### src/rtl/mem_access_if.sv
// mem_access_if -- bundle of the three handshake groups seen by mem_access.
//   req_*  : core -> unit load/store request (valid/ready)
//   mem_*  : unit -> memory word-wide request, memory -> unit read return
//   rsp_*  : unit -> core response (valid/ready)
// Modports:
//   slave  : the load/store unit's view (accepts requests, drives memory)
//   master : the environment's view (core plus memory model)
interface mem_access_if #(
    parameter int DWIDTH = 32
);
    logic              req_valid;
    logic              req_ready;
    logic              req_we;
    logic [1:0]        req_size;
    logic [DWIDTH-1:0] req_addr;
    logic [DWIDTH-1:0] req_wdata;

    logic              mem_en;
    logic              mem_ready;
    logic [DWIDTH-3:0] mem_addr;
    logic [3:0]        mem_be;
    logic [DWIDTH-1:0] mem_wdata;
    logic              mem_rvalid;
    logic [DWIDTH-1:0] mem_rdata;

    logic              rsp_valid;
    logic              rsp_ready;
    logic [DWIDTH-1:0] rsp_rdata;
    logic              rsp_misaligned;

    modport slave (
        input  req_valid, req_we, req_size, req_addr, req_wdata,
        input  mem_ready, mem_rvalid, mem_rdata,
        input  rsp_ready,
        output req_ready,
        output mem_en, mem_addr, mem_be, mem_wdata,
        output rsp_valid, rsp_rdata, rsp_misaligned
    );

    modport master (
        output req_valid, req_we, req_size, req_addr, req_wdata,
        output mem_ready, mem_rvalid, mem_rdata,
        output rsp_ready,
        input  req_ready,
        input  mem_en, mem_addr, mem_be, mem_wdata,
        input  rsp_valid, rsp_rdata, rsp_misaligned
    );
endinterface

### src/rtl/mem_access.sv
// mem_access -- single-outstanding load/store unit between a core and a
// word-addressed memory.  Byte/half/word accesses are checked for alignment,
// stores get byte enables and lane-replicated data, loads return the memory
// word shifted down so the addressed byte sits at bit 0 (zero-filled).
// Ports:
//   clk  : clock, all state changes on the rising edge
//   rst  : synchronous active-high reset
//   bus  : mem_access_if.slave (req_*, mem_*, rsp_* groups)
// Every output except req_ready is a register; req_ready is decoded from the
// state register (and is held low while rst is asserted).
module mem_access #(
    parameter int DWIDTH = 32
) (
    input  logic         clk,
    input  logic         rst,
    mem_access_if.slave  bus
);
    typedef enum logic [1:0] {
        IDLE  = 2'd0,
        ISSUE = 2'd1,
        WAIT  = 2'd2,
        RESP  = 2'd3
    } state_t;

    state_t              state_q;
    logic                we_q;
    logic [1:0]          off_q;
    logic                mem_en_q;
    logic [DWIDTH-3:0]   mem_addr_q;
    logic [3:0]          mem_be_q;
    logic [DWIDTH-1:0]   mem_wdata_q;
    logic                rsp_valid_q;
    logic [DWIDTH-1:0]   rsp_rdata_q;
    logic                rsp_mis_q;

    // Request decode: only consumed by registers on the accept edge.
    logic                misaligned_d;
    logic [3:0]          be_d;
    logic [DWIDTH-1:0]   wdata_d;
    logic [DWIDTH-1:0]   rdata_shift_d;

    always_comb begin
        misaligned_d = 1'b0;
        be_d         = 4'b0000;
        wdata_d      = '0;
        case (bus.req_size)
            2'd0: begin
                be_d    = 4'b0001 << bus.req_addr[1:0];
                wdata_d = {4{bus.req_wdata[7:0]}};
            end
            2'd1: begin
                misaligned_d = bus.req_addr[0];
                be_d         = 4'b0011 << {bus.req_addr[1], 1'b0};
                wdata_d      = {2{bus.req_wdata[15:0]}};
            end
            2'd2: begin
                misaligned_d = |bus.req_addr[1:0];
                be_d         = 4'b1111;
                wdata_d      = bus.req_wdata;
            end
            default: begin
                misaligned_d = 1'b1;
            end
        endcase
        // Loads never write: no enables, no data on the bus.
        if (!bus.req_we) begin
            be_d    = 4'b0000;
            wdata_d = '0;
        end
    end

    // Byte offset of the access selects how far the read word moves down.
    always_comb begin
        rdata_shift_d = bus.mem_rdata >> {off_q, 3'b000};
    end

    always_ff @(posedge clk) begin
        if (rst) begin
            state_q     <= IDLE;
            we_q        <= 1'b0;
            off_q       <= 2'b00;
            mem_en_q    <= 1'b0;
            mem_addr_q  <= '0;
            mem_be_q    <= 4'b0000;
            mem_wdata_q <= '0;
            rsp_valid_q <= 1'b0;
            rsp_rdata_q <= '0;
            rsp_mis_q   <= 1'b0;
        end else begin
            case (state_q)
                IDLE: begin
                    // req_ready is high exactly in IDLE outside reset.
                    if (bus.req_valid) begin
                        we_q        <= bus.req_we;
                        off_q       <= bus.req_addr[1:0];
                        rsp_rdata_q <= '0;
                        if (misaligned_d) begin
                            // Abort without touching memory.
                            rsp_mis_q   <= 1'b1;
                            rsp_valid_q <= 1'b1;
                            state_q     <= RESP;
                        end else begin
                            rsp_mis_q   <= 1'b0;
                            mem_en_q    <= 1'b1;
                            mem_addr_q  <= bus.req_addr[DWIDTH-1:2];
                            mem_be_q    <= be_d;
                            mem_wdata_q <= wdata_d;
                            state_q     <= ISSUE;
                        end
                    end
                end
                ISSUE: begin
                    if (bus.mem_ready) begin
                        mem_en_q <= 1'b0;
                        if (we_q) begin
                            rsp_valid_q <= 1'b1;
                            state_q     <= RESP;
                        end else begin
                            state_q <= WAIT;
                        end
                    end
                end
                WAIT: begin
                    if (bus.mem_rvalid) begin
                        rsp_rdata_q <= rdata_shift_d;
                        rsp_valid_q <= 1'b1;
                        state_q     <= RESP;
                    end
                end
                RESP: begin
                    if (bus.rsp_ready) begin
                        rsp_valid_q <= 1'b0;
                        state_q     <= IDLE;
                    end
                end
                default: begin
                    state_q <= IDLE;
                end
            endcase
        end
    end

    assign bus.req_ready      = (state_q == IDLE) && !rst;
    assign bus.mem_en         = mem_en_q;
    assign bus.mem_addr       = mem_addr_q;
    assign bus.mem_be         = mem_be_q;
    assign bus.mem_wdata      = mem_wdata_q;
    assign bus.rsp_valid      = rsp_valid_q;
    assign bus.rsp_rdata      = rsp_rdata_q;
    assign bus.rsp_misaligned = rsp_mis_q;
endmodule

### src/flat_wrapper.sv
// flat-port wrapper written by rule: the top's interface ports become plain ports
module mem_access_flat 
#(
    parameter int DWIDTH = 32
)
  (clk, rst, bus_req_valid, bus_req_we, bus_req_size, bus_req_addr, bus_req_wdata, bus_mem_ready, bus_mem_rvalid, bus_mem_rdata, bus_rsp_ready, bus_req_ready, bus_mem_en, bus_mem_addr, bus_mem_be, bus_mem_wdata, bus_rsp_valid, bus_rsp_rdata, bus_rsp_misaligned);
  mem_access_if #(.DWIDTH(DWIDTH)) bus_i ();
  input  logic clk;
  input  logic rst;
  input wire logic [$bits(bus_i.req_valid)-1:0] bus_req_valid;
  input wire logic [$bits(bus_i.req_we)-1:0] bus_req_we;
  input wire logic [$bits(bus_i.req_size)-1:0] bus_req_size;
  input wire logic [$bits(bus_i.req_addr)-1:0] bus_req_addr;
  input wire logic [$bits(bus_i.req_wdata)-1:0] bus_req_wdata;
  input wire logic [$bits(bus_i.mem_ready)-1:0] bus_mem_ready;
  input wire logic [$bits(bus_i.mem_rvalid)-1:0] bus_mem_rvalid;
  input wire logic [$bits(bus_i.mem_rdata)-1:0] bus_mem_rdata;
  input wire logic [$bits(bus_i.rsp_ready)-1:0] bus_rsp_ready;
  output wire logic [$bits(bus_i.req_ready)-1:0] bus_req_ready;
  output wire logic [$bits(bus_i.mem_en)-1:0] bus_mem_en;
  output wire logic [$bits(bus_i.mem_addr)-1:0] bus_mem_addr;
  output wire logic [$bits(bus_i.mem_be)-1:0] bus_mem_be;
  output wire logic [$bits(bus_i.mem_wdata)-1:0] bus_mem_wdata;
  output wire logic [$bits(bus_i.rsp_valid)-1:0] bus_rsp_valid;
  output wire logic [$bits(bus_i.rsp_rdata)-1:0] bus_rsp_rdata;
  output wire logic [$bits(bus_i.rsp_misaligned)-1:0] bus_rsp_misaligned;
  assign bus_i.req_valid = bus_req_valid;
  assign bus_i.req_we = bus_req_we;
  assign bus_i.req_size = bus_req_size;
  assign bus_i.req_addr = bus_req_addr;
  assign bus_i.req_wdata = bus_req_wdata;
  assign bus_i.mem_ready = bus_mem_ready;
  assign bus_i.mem_rvalid = bus_mem_rvalid;
  assign bus_i.mem_rdata = bus_mem_rdata;
  assign bus_i.rsp_ready = bus_rsp_ready;
  assign bus_req_ready = bus_i.req_ready;
  assign bus_mem_en = bus_i.mem_en;
  assign bus_mem_addr = bus_i.mem_addr;
  assign bus_mem_be = bus_i.mem_be;
  assign bus_mem_wdata = bus_i.mem_wdata;
  assign bus_rsp_valid = bus_i.rsp_valid;
  assign bus_rsp_rdata = bus_i.rsp_rdata;
  assign bus_rsp_misaligned = bus_i.rsp_misaligned;
  mem_access #(.DWIDTH(DWIDTH)) u_core (.clk(clk), .rst(rst), .bus(bus_i));
endmodule
### config.mk
export PLATFORM = sky130hd
export DESIGN_NAME = mem_access_flat
export DESIGN_NICKNAME = d
export VERILOG_FILES = /design/src/rtl/mem_access_if.sv /design/src/rtl/mem_access.sv /design/src/flat_wrapper.sv
export SDC_FILE = /design/constraint.sdc
export NUM_CORES = 1
export LEC_CHECK = 0
export CAP_MARGIN = 20
export CORE_ASPECT_RATIO = 1.2
export CORE_MARGIN = 3
export CORE_UTILIZATION = 46
export DETAILED_ROUTE_END_ITERATION = 12
export PLACE_DENSITY = 0.9
export REMOVE_ABC_BUFFERS = 1
export SETUP_SLACK_MARGIN = 0.4
export SLEW_MARGIN = 15
export SYNTH_ARGS = -nofsm -noshare
export SYNTH_HDL_FRONTEND = slang
export SYNTH_SLANG_ARGS = --single-unit
### constraint.sdc
create_clock -name clk -period 3.2 [get_ports clk]
set_input_delay 0.32 -clock clk [delete_from_list [all_inputs] [get_ports clk]]
set_output_delay 0.32 -clock clk [all_outputs]
set_load 0.005 [all_outputs]
# ---- Word-level counts from Yosys, hierarchy flattened
# Index checks and enable logic that the tools add are counted.
dict set report word_totals {
  regBits 106
  input_bits 105
  output_inout_bits 102
  elab_cells 66
}
dict set report op_classes {
  eq_ne 12
  n_shift 3
  muxes 27
  bitwise_logic 1
  reduce_logical 13
}
# op n
set ops {}
lappend ops {{2-to-1 mux 32 bit} 3}
lappend ops {{one-hot mux 32 bit (3 select lines)} 1}
lappend ops {{one-hot mux 32 bit (2 select lines)} 1}
lappend ops {{right shift 32 x 5 -> 32 bit} 1}
lappend ops {{one-hot mux 4 bit (3 select lines)} 1}
lappend ops {{2-to-1 mux 1 bit} 11}
lappend ops {{2-to-1 mux 2 bit} 5}
lappend ops {{inequality test 2 bit (second input constant)} 5}
lappend ops {{one-hot mux 2 bit (4 select lines)} 1}
lappend ops {{AND reduction 4 bit} 2}
lappend ops {{equality test 2 bit (second input constant)} 3}
lappend ops {{AND reduction 3 bit} 2}
lappend ops {{AND reduction 6 bit} 1}
lappend ops {{equality test 2 x 1 -> 1 bit (second input constant)} 2}
lappend ops {{logical NOT 2 bit} 2}
lappend ops {{2-to-1 mux 4 bit} 1}
lappend ops {{inequality test 2 x 1 -> 1 bit (second input constant)} 2}
lappend ops {{one-hot mux 1 bit (4 select lines)} 1}
lappend ops {{nonzero test 2 bit} 2}
lappend ops {{<< shifter 1 x 2 -> 4 bit (first input constant)} 1}
lappend ops {{<< shifter 2 x 2 -> 4 bit (first input constant)} 1}
lappend ops {{one-hot mux 1 bit (3 select lines)} 1}
lappend ops {{one-hot mux 1 bit (2 select lines)} 1}
lappend ops {{AND reduction 2 bit} 1}
lappend ops {{4 further kinds} 4}

# ---- Longest topological paths before layout
dict set report depth {
  ltp_word 5
  mapped_depth 9
  depth_no_buf 6
}

# ---- Worst setup path after synthesis
# Ideal clock, no wire load.
dict set report synth_path {
  path_type {register to register}
  from {reg u_core.state_q[0]}
  to {reg u_core.rsp_valid_q (netlist: u_core.bus.rsp_valid)}
  arrival_time_ps 1686
  path_slack_ps 1393
  stages_incl_launch_ff 8
  synth_period_minus_slack_ps 1807
  path_cell_list {dfxtp_1 inv_1 ha_1 buf_2 nand2b_1 o2111ai_1 a221oi_1 mux2_2}
}
dict set report synth_via {
  elab_chain_len 3
  word_cells_on_any_way 12
}
# item line_no
set synth_lines {}
lappend synth_lines {{from (decl)} mem_access.sv:25} ;# state_t state_q;
lappend synth_lines {{from (signal assigned)} mem_access.sv:79} ;# state_q <= IDLE;
lappend synth_lines {{from (signal assigned)} mem_access.sv:101} ;# state_q <= RESP;
lappend synth_lines {{from (signal assigned)} mem_access.sv:108} ;# state_q <= ISSUE;
lappend synth_lines {{equality test 2 x 1 -> 1 bit, or another cell as far along} mem_access.sv:90} ;# case (state_q)
lappend synth_lines {{inequality test 2 x 1 -> 1 bit (no source line) or inequality test 2 bit (tied branches)} -}
lappend synth_lines {{AND reduction 6 bit (no source line)} -}
lappend synth_lines {{to (signal assigned)} mem_access.sv:86} ;# rsp_valid_q <= 1'b0;
lappend synth_lines {{to (signal assigned)} mem_access.sv:100} ;# rsp_valid_q <= 1'b1;
lappend synth_lines {{to (signal assigned)} mem_access.sv:116} ;# rsp_valid_q <= 1'b1;
lappend synth_lines {{to (decl)} mem_access.sv:32} ;# logic rsp_valid_q;
# Parallel ways exist; a longest one is shown, timed or not.
# A chain may end at the register's enable or synchronous reset.

# ---- Worst setup path in the final report
dict set report layout_path {
  from {reg u_core.state_q[1]}
  to {reg u_core.mem_wdata_q[4] (netlist: u_core.bus.mem_wdata[4])}
}
dict set report layout_via {
  elab_chain_len 2
}
# item line_no
set layout_lines {}
lappend layout_lines {{logical NOT 2 bit} mem_access.sv:90}
lappend layout_lines {{AND reduction 3 bit (no source line)} -}
lappend layout_lines {{to (signal assigned)} mem_access.sv:107} ;# mem_wdata_q <= wdata_d;
lappend layout_lines {{to (decl)} mem_access.sv:31} ;# logic [DWIDTH-1:0] mem_wdata_q;
# No other way between the ends.

==> impl_metrics.env <==
export IMPL_crit_type="flop to flop"
export IMPL_synth_seq_area_share_pct=44.48
export IMPL_routed_wl_um=15610
export IMPL_cts_buffers=9
export IMPL_cap_violations=0
export IMPL_num_vias=4877
export IMPL_timing_hold_ws_ps=454.5
export IMPL_fin_crit_sh_pct=70.86
export IMPL_antenna_cells_inserted=0
export IMPL_vias_per_cell=5.632
export IMPL_antenna_found_initial=0
export IMPL_p_clk_share_pct=30.1
export IMPL_status="finished, final reports clean"
export IMPL_synth_area_per_cell_um2=8.565
export IMPL_core_mm2=0.01006
export IMPL_post_cts_resize_count=0
export IMPL_setup_viol=0
export IMPL_skew_ps=4.563
export IMPL_yosysTopAreaCellShare_pct=44.48
export IMPL_die_w_um=98.97
export IMPL_yosysWarningCount=0
export IMPL_cp_required_ps=3470
export IMPL_track_usage_pct=26.54
export IMPL_grt_setup_unrepaired="false"
export IMPL_worstPathArrival_ps=2530
export IMPL_grt_pass1_wl_um=25100
export IMPL_worstMarginPinSlew_ps=1005
export IMPL_p_sw_mw=1.315
export IMPL_root_buffer="clkbuf_16"
export IMPL_combPwrFrac_pct=32.1
export IMPL_synth_seq_cells=106
export IMPL_cts_sinks=106
export IMPL_dpl_hpwl_um=11380
export IMPL_relSlewSlack_pct=32.88
export IMPL_gp_congestion=0.8815
export IMPL_wl_per_cell_um=18.03
export IMPL_finalHoldViolations=0
export IMPL_synth_top_area_cell="dfxtp_1"
export IMPL_p_leak_nw=2.486
export IMPL_cell_internal_pwr_mw=2.858
export IMPL_r2r_end="u_core.bus.mem_wdata[4]"
export IMPL_ys_types=34
export IMPL_post_route_drc_count=0
export IMPL_io_buffers=206
export IMPL_hold_path_cell_count=2
export IMPL_reg2reg_from="u_core.state_q[1]"
export IMPL_grt_ovfl_total=0
export IMPL_yosys_top_cells_area="dfxtp_1 44%, a21oi_1 8.6%, nand2_1 7.8%"
export IMPL_htreeDepth=3
export IMPL_maxSlewViolCount=0
export IMPL_detail_route_antenna_nets=0
export IMPL_netlist_instances=557
export IMPL_end_kind="flop"
export IMPL_fin_nets=845
export IMPL_postCtsHoldBufs=0
export IMPL_cts_tree="done"
export IMPL_clk_path_buf_depth=2
export IMPL_initial_core_util_pct=47.43
export IMPL_worstRegToRegCells=6
export IMPL_pin_count=207
export IMPL_path_max_fanout=56
export IMPL_cp_start_kind="flop"
export IMPL_layout_drive_gt1_share_pct=6.486
export IMPL_postCtsSetupRepairBufs=0
export IMPL_fmax_ghz=0.4410
export IMPL_clkLatencyLatePin_ps=340
export IMPL_min_path_type="flop to flop"
export IMPL_peakVddDrop_v=0.0003673
export IMPL_cp_endpoint="u_core.bus.mem_wdata[4]"
export IMPL_area_growth_pct=50.43
export IMPL_rrSetupSlack_ps=930
export IMPL_final_util_pct=71.34
export IMPL_setup_tns_ps=0
export IMPL_drt_first_pass_iters=5
export IMPL_netSwitchingFraction_pct=31.52
export IMPL_cts_clk_slew_worst_paths_ps=70
export IMPL_grt_max_degree=69
export IMPL_dieArea_mm2=0.01163
export IMPL_die_h_um=117.6
export IMPL_crit_start="u_core.state_q[1]"
export IMPL_first_global_vias=5047
export IMPL_rows=40
export IMPL_drt_iter0_markers=296
export IMPL_p_seq_share_pct=37.8
export IMPL_p_per_area_mw_per_mm2=581.6
export IMPL_finalCriticalPeriod_ps=2267
export IMPL_syn_area_mm2=0.004771
-- routing by layer --
| metal | track usage (%) | wire (µm) | vias to the layer above |
|---|---|---|---|
| met5 | 0 | 0 | - |
| met4 | 14.94 | 604 | 0 |
| met3 | 6.520 | 1579 | 46 |
| met2 | 44.79 | 7750 | 250 |
| met1 | 30.20 | 5677 | 2276 |
| li1 | - | - | 2305 |
-- logic make-up after synthesis --
kind of cell	Yosys count	synth area share, %
buffers and inverters	56	5.639
flip-flops	106	44.48
adder cells (fa/ha/maj)	5	1.311
AO/OA/AOI/OAI	156	20.93
AND/OR/NAND/NOR	200	18.15
multiplexers	34	9.494
-- cell type report --
cell class | count | area, µm²
Multi-Input combinational cell | 395 | 2397
Inverter | 8 | 30.03
Clock buffer | 10 | 229.0
Tap cell | 126 | 157.7
Timing Repair Buffer | 215 | 2127
Clock inverter | 6 | 113.9
Sequential cell | 106 | 2122
Fill cell | 728 | 2883
-- per-stage QoR --
| stage | worst slack [ps] | power (mW) | area, µm² | std cells |
|---|---|---|---|---|
| 6_report | 932.6 | 4.174 | 7177 | 866 |
| 3_3_place_gp | 339.7 | 2.869 | 6828 | 850 |
| 3_5_place_dp | 221.5 | 2.920 | 6828 | 850 |
| 5_1_grt | 669.8 | 4.373 | 7177 | 866 |
| 4_1_cts | 466.4 | 4.191 | 7171 | 866 |
| 2_1_floorplan | 673.5 | 2.246 | 4532 | 509 |
-- synthesized netlist by cell type (all sizes together) --
master / n
and3: 1
o211ai: 2
o2bb2ai: 24
nor2: 49
clkbuf: 25
o21bai: 1
a221oi: 2
or3: 1
inv: 8
nor3: 4
dfxtp: 106
mux2i: 16
buf: 23
o21ai: 3
a22oi: 32
nand2b: 4
a21boi: 2
a21o: 2
nand2: 99
a211oi: 1
o2111ai: 1
nand3: 20
a21oi: 84
nand3b: 8
mux2: 10
o211a: 1
a2111oi: 1
mux4: 8
nor2b: 14
ha: 5
-- worst min-delay path by stage --
stage | end | slack (ps) | from
final | u_core.bus.mem_addr[3] | 450 | u_core.bus.mem_addr[3]
after global routing | u_core.bus.mem_wdata[18] | 480 | u_core.bus.mem_wdata[18]
after CTS | u_core.bus.rsp_rdata[18] | 450 | u_core.bus.rsp_rdata[18]
after detailed placement | u_core.bus.rsp_rdata[18] | 440 | u_core.bus.rsp_rdata[18]
after global placement | u_core.bus.rsp_rdata[16] | 440 | u_core.bus.rsp_rdata[16]
after floorplan | u_core.bus.mem_addr[0] | 390 | rst
-- power by group through the flow --
stage                     clock, mW  combinational (mW)  sequential (mW)
final                          1.26                1.34             1.58
after global routing           1.32                1.46             1.59
after CTS                      1.28                1.34             1.58
after detailed placement          0                1.32             1.60
after global placement            0                1.27             1.60
after floorplan                   0               0.648             1.60
-- registers in the layout, summed over array words and instances, names as in the netlist --
name	flops
u_core.we_q	1
u_core.bus.mem_addr	30
u_core.bus.rsp_misaligned	1
u_core.bus.rsp_rdata	32
u_core.bus.mem_en	1
u_core.bus.rsp_valid	1
u_core.state_q	2
u_core.bus.mem_wdata	32
u_core.off_q	2
u_core.bus.mem_be	4
-- worst max-delay path, stage by stage, from the launching register on --
cell	delay [ps]
dfxtp_1	400
inv_1	120
ha_1	310
nand2_1	300
a21o_4	480
nand2b_1	350
a21oi_1	230
-- layout by cell type, fill, tap and decap left out, drive strengths merged, types with 2 or more instances in the layout --
| cell | instances |
|---|---|
| a21boi | 2 |
| a21o | 2 |
| a21oi | 84 |
| a221oi | 2 |
| a22oi | 32 |
| buf | 10 |
| bufinv | 3 |
| clkbuf | 10 |
| clkdlybuf4s50 | 205 |
| clkinvlp | 2 |
| dfxtp | 106 |
| ha | 5 |
| inv | 9 |
| mux2 | 10 |
| mux2i | 16 |
| mux4 | 8 |
| nand2 | 99 |
| nand2b | 4 |
| nand3 | 20 |
| nand3b | 8 |
| nor2 | 49 |
| nor2b | 14 |
| nor3 | 4 |
| o211ai | 2 |
| o21ai | 3 |
| o2bb2ai | 24 |
Power figures use the tool's default switching activity.
